<file path="src/rtl/pe_pkg.sv">
// Shared definitions for the PE operand feeder: default widths and FSM states.
package pe_pkg;

  localparam int DW_DEF = 16;
  localparam int CW_DEF = 8;

  typedef enum logic [2:0] {
    IDLE   = 3'd0,
    LOAD_A = 3'd1,
    LOAD_B = 3'd2,
    START  = 3'd3,
    WAIT   = 3'd4
  } state_e;

endpackage

</file>
<file path="src/rtl/pe_feeder.sv">
// Operand loader for one systolic PE: streams host words into the A/B FIFOs, then starts the PE.
// Optional build macro PE_FEEDER_INTERLEAVE_EN merges the A/B load phases into one alternating LOAD.
module pe_feeder
  import pe_pkg::*;
#(
  parameter int DW = DW_DEF,
  parameter int CW = CW_DEF
) (
  input  logic          clk,
  input  logic          rst,
  input  logic          go,
  input  logic [CW-1:0] cfg_len,
  input  logic [DW-1:0] in_data,
  input  logic          in_valid,
  output logic          in_ready,
  output logic [DW-1:0] a_in,
  output logic          awe,
  input  logic          aff,
  output logic [DW-1:0] b_in,
  output logic          bwe,
  input  logic          bff,
  output logic [CW-1:0] max_cntr,
  output logic          start,
  input  logic          se,
  output logic          busy,
  output logic          done
);

  state_e        state_q, state_d;
  logic [CW-1:0] cnt_q, cnt_d;
  logic [CW-1:0] maxc_q, maxc_d;
  logic          done_q, done_d;
`ifdef PE_FEEDER_INTERLEAVE_EN
  logic          selB_q, selB_d;
`endif

  always_ff @(posedge clk or posedge rst) begin
    if (rst) begin
      state_q <= IDLE;
      cnt_q   <= '0;
      maxc_q  <= '0;
      done_q  <= 1'b0;
`ifdef PE_FEEDER_INTERLEAVE_EN
      selB_q  <= 1'b0;
`endif
    end else begin
      state_q <= state_d;
      cnt_q   <= cnt_d;
      maxc_q  <= maxc_d;
      done_q  <= done_d;
`ifdef PE_FEEDER_INTERLEAVE_EN
      selB_q  <= selB_d;
`endif
    end
  end

  // Strobes are decoded from the current state so that reset silences them immediately.
  always_comb begin
    state_d  = state_q;
    cnt_d    = cnt_q;
    maxc_d   = maxc_q;
    done_d   = 1'b0;
    in_ready = 1'b0;
    awe      = 1'b0;
    bwe      = 1'b0;
    a_in     = '0;
    b_in     = '0;
    start    = 1'b0;
`ifdef PE_FEEDER_INTERLEAVE_EN
    selB_d   = selB_q;
`endif
    case (state_q)
      IDLE: begin
        if (go) begin
          maxc_d  = cfg_len;
          cnt_d   = '0;
          state_d = LOAD_A;
`ifdef PE_FEEDER_INTERLEAVE_EN
          selB_d  = 1'b0;
`endif
        end
      end
`ifdef PE_FEEDER_INTERLEAVE_EN
      // Merged load: the counter advances once per A/B word pair.
      LOAD_A: begin
        in_ready = selB_q ? ~bff : ~aff;
        if (in_valid && in_ready) begin
          if (!selB_q) begin
            awe    = 1'b1;
            a_in   = in_data;
            selB_d = 1'b1;
          end else begin
            bwe    = 1'b1;
            b_in   = in_data;
            selB_d = 1'b0;
            if (cnt_q == maxc_q) begin
              cnt_d   = '0;
              state_d = START;
            end else begin
              cnt_d = cnt_q + CW'(1);
            end
          end
        end
      end
`else
      LOAD_A: begin
        in_ready = ~aff;
        if (in_valid && !aff) begin
          awe  = 1'b1;
          a_in = in_data;
          if (cnt_q == maxc_q) begin
            cnt_d   = '0;
            state_d = LOAD_B;
          end else begin
            cnt_d = cnt_q + CW'(1);
          end
        end
      end
      LOAD_B: begin
        in_ready = ~bff;
        if (in_valid && !bff) begin
          bwe  = 1'b1;
          b_in = in_data;
          if (cnt_q == maxc_q) begin
            cnt_d   = '0;
            state_d = START;
          end else begin
            cnt_d = cnt_q + CW'(1);
          end
        end
      end
`endif
      START: begin
        start   = 1'b1;
        state_d = WAIT;
      end
      WAIT: begin
        if (se) begin
          done_d  = 1'b1;
          state_d = IDLE;
        end
      end
      default: state_d = IDLE;
    endcase
  end

  assign busy     = (state_q != IDLE);
  assign done     = done_q;
  assign max_cntr = maxc_q;

endmodule
</file>
<file path="config.mk">
export PLATFORM = sky130hd
export DESIGN_NAME = pe_feeder
export DESIGN_NICKNAME = d
export VERILOG_FILES = /design/src/rtl/pe_pkg.sv /design/src/rtl/pe_feeder.sv
export SDC_FILE = /design/constraint.sdc
export NUM_CORES = 1
export LEC_CHECK = 0
export ABC_AREA = 1
export BUFFER_PORTS_ARGS = -buffer_cell sky130_fd_sc_hd__buf_4
export CORE_ASPECT_RATIO = 2
export CORE_UTILIZATION = 49
export DETAILED_ROUTE_END_ITERATION = 6
export GPL_TIMING_DRIVEN = 0
export PLACE_DENSITY = 0.85
export SETUP_SLACK_MARGIN = 0.4
export SYNTH_ARGS = -nofsm -noshare
export SYNTH_HDL_FRONTEND = slang
export SYNTH_SLANG_ARGS = --single-unit
</file>
<file path="constraint.sdc">
create_clock -name clk -period 2.8 [get_ports clk]
set_input_delay 0 -clock clk [delete_from_list [all_inputs] [get_ports clk]]
set_output_delay 0 -clock clk [all_outputs]
set_load 0.02 [all_outputs]
</file>
# ---- Yosys cells after proc, flatten, opt, wreduce, memory -nomap -nowiden
# Index checks and enable logic that the tools add are counted.
dict set report word_totals {
  ff_bits 20
  input_bits 31
  wordCells 52
  output_inout_bits 46
}
dict set report classes {
  mux 24
  n_reduce_logical 10
  eq_ne 11
  addsub 1
  n_bitwise 2
}
# cell count
set op_table {}
lappend op_table {{2-to-1 mux 16 bit} 4}
lappend op_table {{2-to-1 mux 8 bit} 4}
lappend op_table {{case mux 8 bit (3 select lines)} 1}
lappend op_table {{2-to-1 mux 3 bit} 6}
lappend op_table {{case mux 3 bit (5 select lines)} 1}
lappend op_table {{!= test 2 bit, second input constant} 6}
lappend op_table {{adder 8 x 1 -> 8 bit, second input constant} 1}
lappend op_table {{equality test 8 bit} 1}
lappend op_table {{2-to-1 mux 1 bit} 7}
lappend op_table {{equality test 3 x 2 -> 1 bit, second input constant} 2}
lappend op_table {{AND reduction 6 bit} 1}
lappend op_table {{nonzero test 3 bit} 2}
lappend op_table {{AND reduction 4 bit} 1}
lappend op_table {{equality test 3 x 1 -> 1 bit, second input constant} 1}
lappend op_table {{equality test 3 bit, second input constant} 1}
lappend op_table {{zero test 3 bit} 1}
lappend op_table {{logical AND 1 bit} 2}
lappend op_table {{zero test 1 bit} 2}
lappend op_table {{NOT 1 bit} 2}
lappend op_table {{case mux 1 bit (2 select lines)} 1}
lappend op_table {{AND reduction 2 bit} 1}

# ---- Longest topological paths before layout
dict set report depth {
  ltp_word 4
  depth_mapped 10
}

# ---- Worst setup path after synthesis
# No wires, ideal clock.
dict set report synth_timing {
  path_type {register to output}
  from {reg state_q[2]}
  to {out a_in[0]}
  arrival_time_ns 1.483
  required_time_ns 2.800
  path_stages_with_launch 7
  slack_ns 1.317
  path_buffers 1
  path_cell_list {dfrtp_1 nor2_4 nand2_4 nor2_2 inv_2 buf_2 nor2_1}
}
dict set report synth_via {
  elab_chain_cells 2
}
# element line
set synth_rtl {}
lappend synth_rtl {{start: declaration} pe_feeder.sv:29} ;# state_e state_q, state_d;
lappend synth_rtl {{start signal: assignment} pe_feeder.sv:47} ;# state_q <= state_d;
lappend synth_rtl {{equality test 3 x 1 -> 1 bit} pe_feeder.sv:72} ;# case (state_q)
lappend synth_rtl {{2-to-1 mux 16 bit} pe_feeder.sv:72}
lappend synth_rtl {{end: declaration} pe_feeder.sv:16} ;# output logic [DW-1:0] a_in,
# Every way passes these cells.

# ---- Final worst setup path
dict set report layout_timing {
  from {reg state_q[0]}
  to {out b_in[5]}
}
dict set report layout_via {
  elab_chain_cells 2
}
# element line
set layout_rtl {}
lappend layout_rtl {{equality test 3 x 2 -> 1 bit} pe_feeder.sv:72}
lappend layout_rtl {{2-to-1 mux 16 bit} pe_feeder.sv:72}
lappend layout_rtl {{end: declaration} pe_feeder.sv:19} ;# output logic [DW-1:0] b_in,
# Every way passes these cells.

==> results.toml <==
[power]
p_total_w = 0.00184
cellPowerDensity_mw_per_mm2 = 807
total_leakage_power_nw = 1.29
ir_drop_uv = 766

[finish]
antenna_cells = 0
drive_above_1_share_pct = 40.1
layout_commonest_cell = "buf_4"
final_cell_mix = "buf_4, nand2_1, inv_1"
nNetsFinal = 327
stdcell_area_sq_mm = 0.00228
syn_to_final_growth_pct = 49.5

[yosys]
synth_area_sq_mm = 0.00152
synth-xor-area-share_pct = 5.75
synth_seq_cells = 20
postSynthAreaPerCell_sq_um = 7.43
synth_compound_area_share_pct = 2.55
ys_types = 28
seq_area_frac_synth_pct = 32.9
yosysWarnings = 0
synth_fp_nets = 237
synthMuxAreaShare_pct = 3.70
yosys.area_share.adder_pct = 0.822
synth_simple_gate_area_share_pct = 42.2
synth_top_family_by_area = "simple AND/OR/NAND/NOR gates"
netlist_instances = 205

[clock_tree]
cts_made_buffers = 3
h-tree-depth = 1
cts_resized = 0
path_clk_slew_ns = 0.07
clock-sinks = 20
cts_tree = "built"
clock_latency_ns = 0.26
cts_root_buf = "clkbuf_8"
cts_max_path_buffers = 2

[placed_design]
port_buffers = 76
hpwl_um = 2960
place_area_sq_mm = 0.00213
place_ws_ns = 1.36
place_congestion = 0.808

[worst_setup_path]
critPathKind = "reg2out"
end_kind = "output pin"
rr_worst_depth = 10
path_max_fanout = 10
worstPathRequired_ns = 2.80
cp-startpoint = "state_q[0]$_DFFE_PP0P_"
startpoint_type = "flop"
r2r-start = "cnt_q[4]$_DFFE_PP0P_"
arrival_ns = 1.69

[route]
via_count = 1588
vias_per_cell = 4.90
drc_errors = 0
drt_pre_antenna_iters = 4
drt_iter0_drc = 24
routed_wl_um = 3890
ant_nets = 0
wl_per_cell_um = 12.0

[timing]
drv_slew = 0
worstMarginPinSlew_ns = 0.769
setup_tns_ns = 0
skew_ns = 0.00189
hold_viol_final = 0
max_freq_ghz = 0.593
fin_crit_sh_pct = 60.3
setup_ws_ns = 1.11
setup_viol = 0
max_slew_margin_pct = 48.7
period_minus_slack_ns = 1.69
rsz0062_at_grt = "no"

[die]
die_h_um = 80.8
die_area_sq_mm = 0.00335
start_util_pct = 51.7
die_w_um = 41.4
row_count = 28
io_pins = 77
coreArea_sq_mm = 0.00294

[min_path]
hold_depth = 3
hold_path.startpoint = "cfg_len[4]"
hold_class = "in2reg"

[global_route]
met3_usage_pct = 6.00
grt_pass1_vias = 1511
antenna_found_initial = 0
busiest_layer = "met2"
grt_usage_pct = 24.2
grtUsageMet1_pct = 22.0
grt-ovfl-total = 0
use_met2_pct = 47.7
grt_max_degree = 21
grt_pass1_wl_um = 6330

[job]
drv_cap = 0

[outcome]
status = "complete, no violations"
-- path summary, 6_finish.rpt --
path                                           end  slack, ns
max                                        b_in[5]       1.11
min                        max_cntr[4]$_DFFE_PP0P_       0.02
max reg2reg                 state_q[0]$_DFFE_PP0P_       1.34
min reg2reg                max_cntr[5]$_DFFE_PP0P_       0.56
max in group asynchronous  max_cntr[5]$_DFFE_PP0P_       1.88
min in group asynchronous           done$_DFF_PP0_       0.44
-- critical path, cell delays in order (launching register included) --
cell and delay [ns]:
dfrtp_1 0.45, inv_2 0.13, nand2_2 0.09, nor2_4 0.14, inv_4 0.07, nor2_8 0.09
inv_4 0.06, buf_8 0.17, nor2_4 0.08, buf_4 0.14
-- metal layers --
metal  vias to the layer above  part of all wire [%]  routed length [um]
li1                        794                     -                   -
met1                       713                    33                1270
met2                        76                    57                2220
met3                         5                   8.6                 333
met4                         0                   1.7                  68
met5                         -                     0                   0
-- cells by family (layout without fill, tap and decap cells) --
family,Yosys count,in the layout
buf+inv,44,133
flops,20,20
fa+ha+maj,1,1
compound gates,7,7
mux,5,5
simple gates,118,118
xor+xnor,10,10
-- flip-flops by register name, summed over array words and instances, names as in the netlist --
signal and cells:
cnt_q 8, done 1, max_cntr 8, state_q 3
-- Yosys cell counts --
library cell / n / area share (%)
nand4_1: 7 / 2.9
nor3_1: 1 / 0.33
o22ai_1: 1 / 0.41
ha_1: 1 / 0.82
o21bai_1: 1 / 0.49
nand2_4: 4 / 3.0
or2_2: 1 / 0.41
or2_1: 1 / 0.41
mux2_2: 5 / 3.7
nand2_2: 3 / 1.2
nor2_4: 12 / 8.9
dfrtp_1: 20 / 33
inv_2: 4 / 0.99
xor2_1: 4 / 2.3
nand2_1: 48 / 12
nor4_1: 1 / 0.41
nand3b_1: 1 / 0.49
nand3_1: 4 / 1.3
nor2_8: 2 / 2.6
nor2_1: 31 / 7.6
buf_2: 2 / 0.66
a21oi_1: 3 / 0.99
nor2_2: 2 / 0.82
inv_4: 2 / 0.82
buf_8: 1 / 0.99
xnor2_1: 6 / 3.5
o21ai_1: 2 / 0.66
inv_1: 35 / 8.6
-- repair_timing --
| item | 4_1_cts | 5_1_grt |
|---|---|---|
| hold buffers | 9 | 0 |
| setup buffers | 0 | 0 |
| hold endpoints to repair | 28 | 0 |
-- stage by stage --
step / instances / util, % / hold WS (ns)
2_1_floorplan: 205 / - / -0.0362
3_3_place_gp: 311 / 72.4 / 0.172
3_5_place_dp: 311 / 72.4 / 0.176
4_1_cts: 324 / 77.3 / 0.0342
5_1_grt: 324 / 77.3 / 0.0325
6_report: 324 / 77.3 / 0.0236
-- report_power, final --
| group | total [W] | leakage, nW | switching, W | internal, W |
|---|---|---|---|---|
| combinational | 0.00112 | 1.01 | 0.000678 | 0.000446 |
| clock | 0.000218 | 0.0288 | 0.0000932 | 0.000125 |
| sequential | 0.000494 | 0.254 | 0.000107 | 0.000386 |
-- layout make-up --
type                       instances  area [sq um]
buffer                             3          25.0
clock buffer                       4          55.1
fill                             226           667
inverter                          41           159
multi-input combinational        141           838
sequential                        20           500
tap                               30          37.5
timing repair buffer              85           661
(Power assumes the default switching activity.)
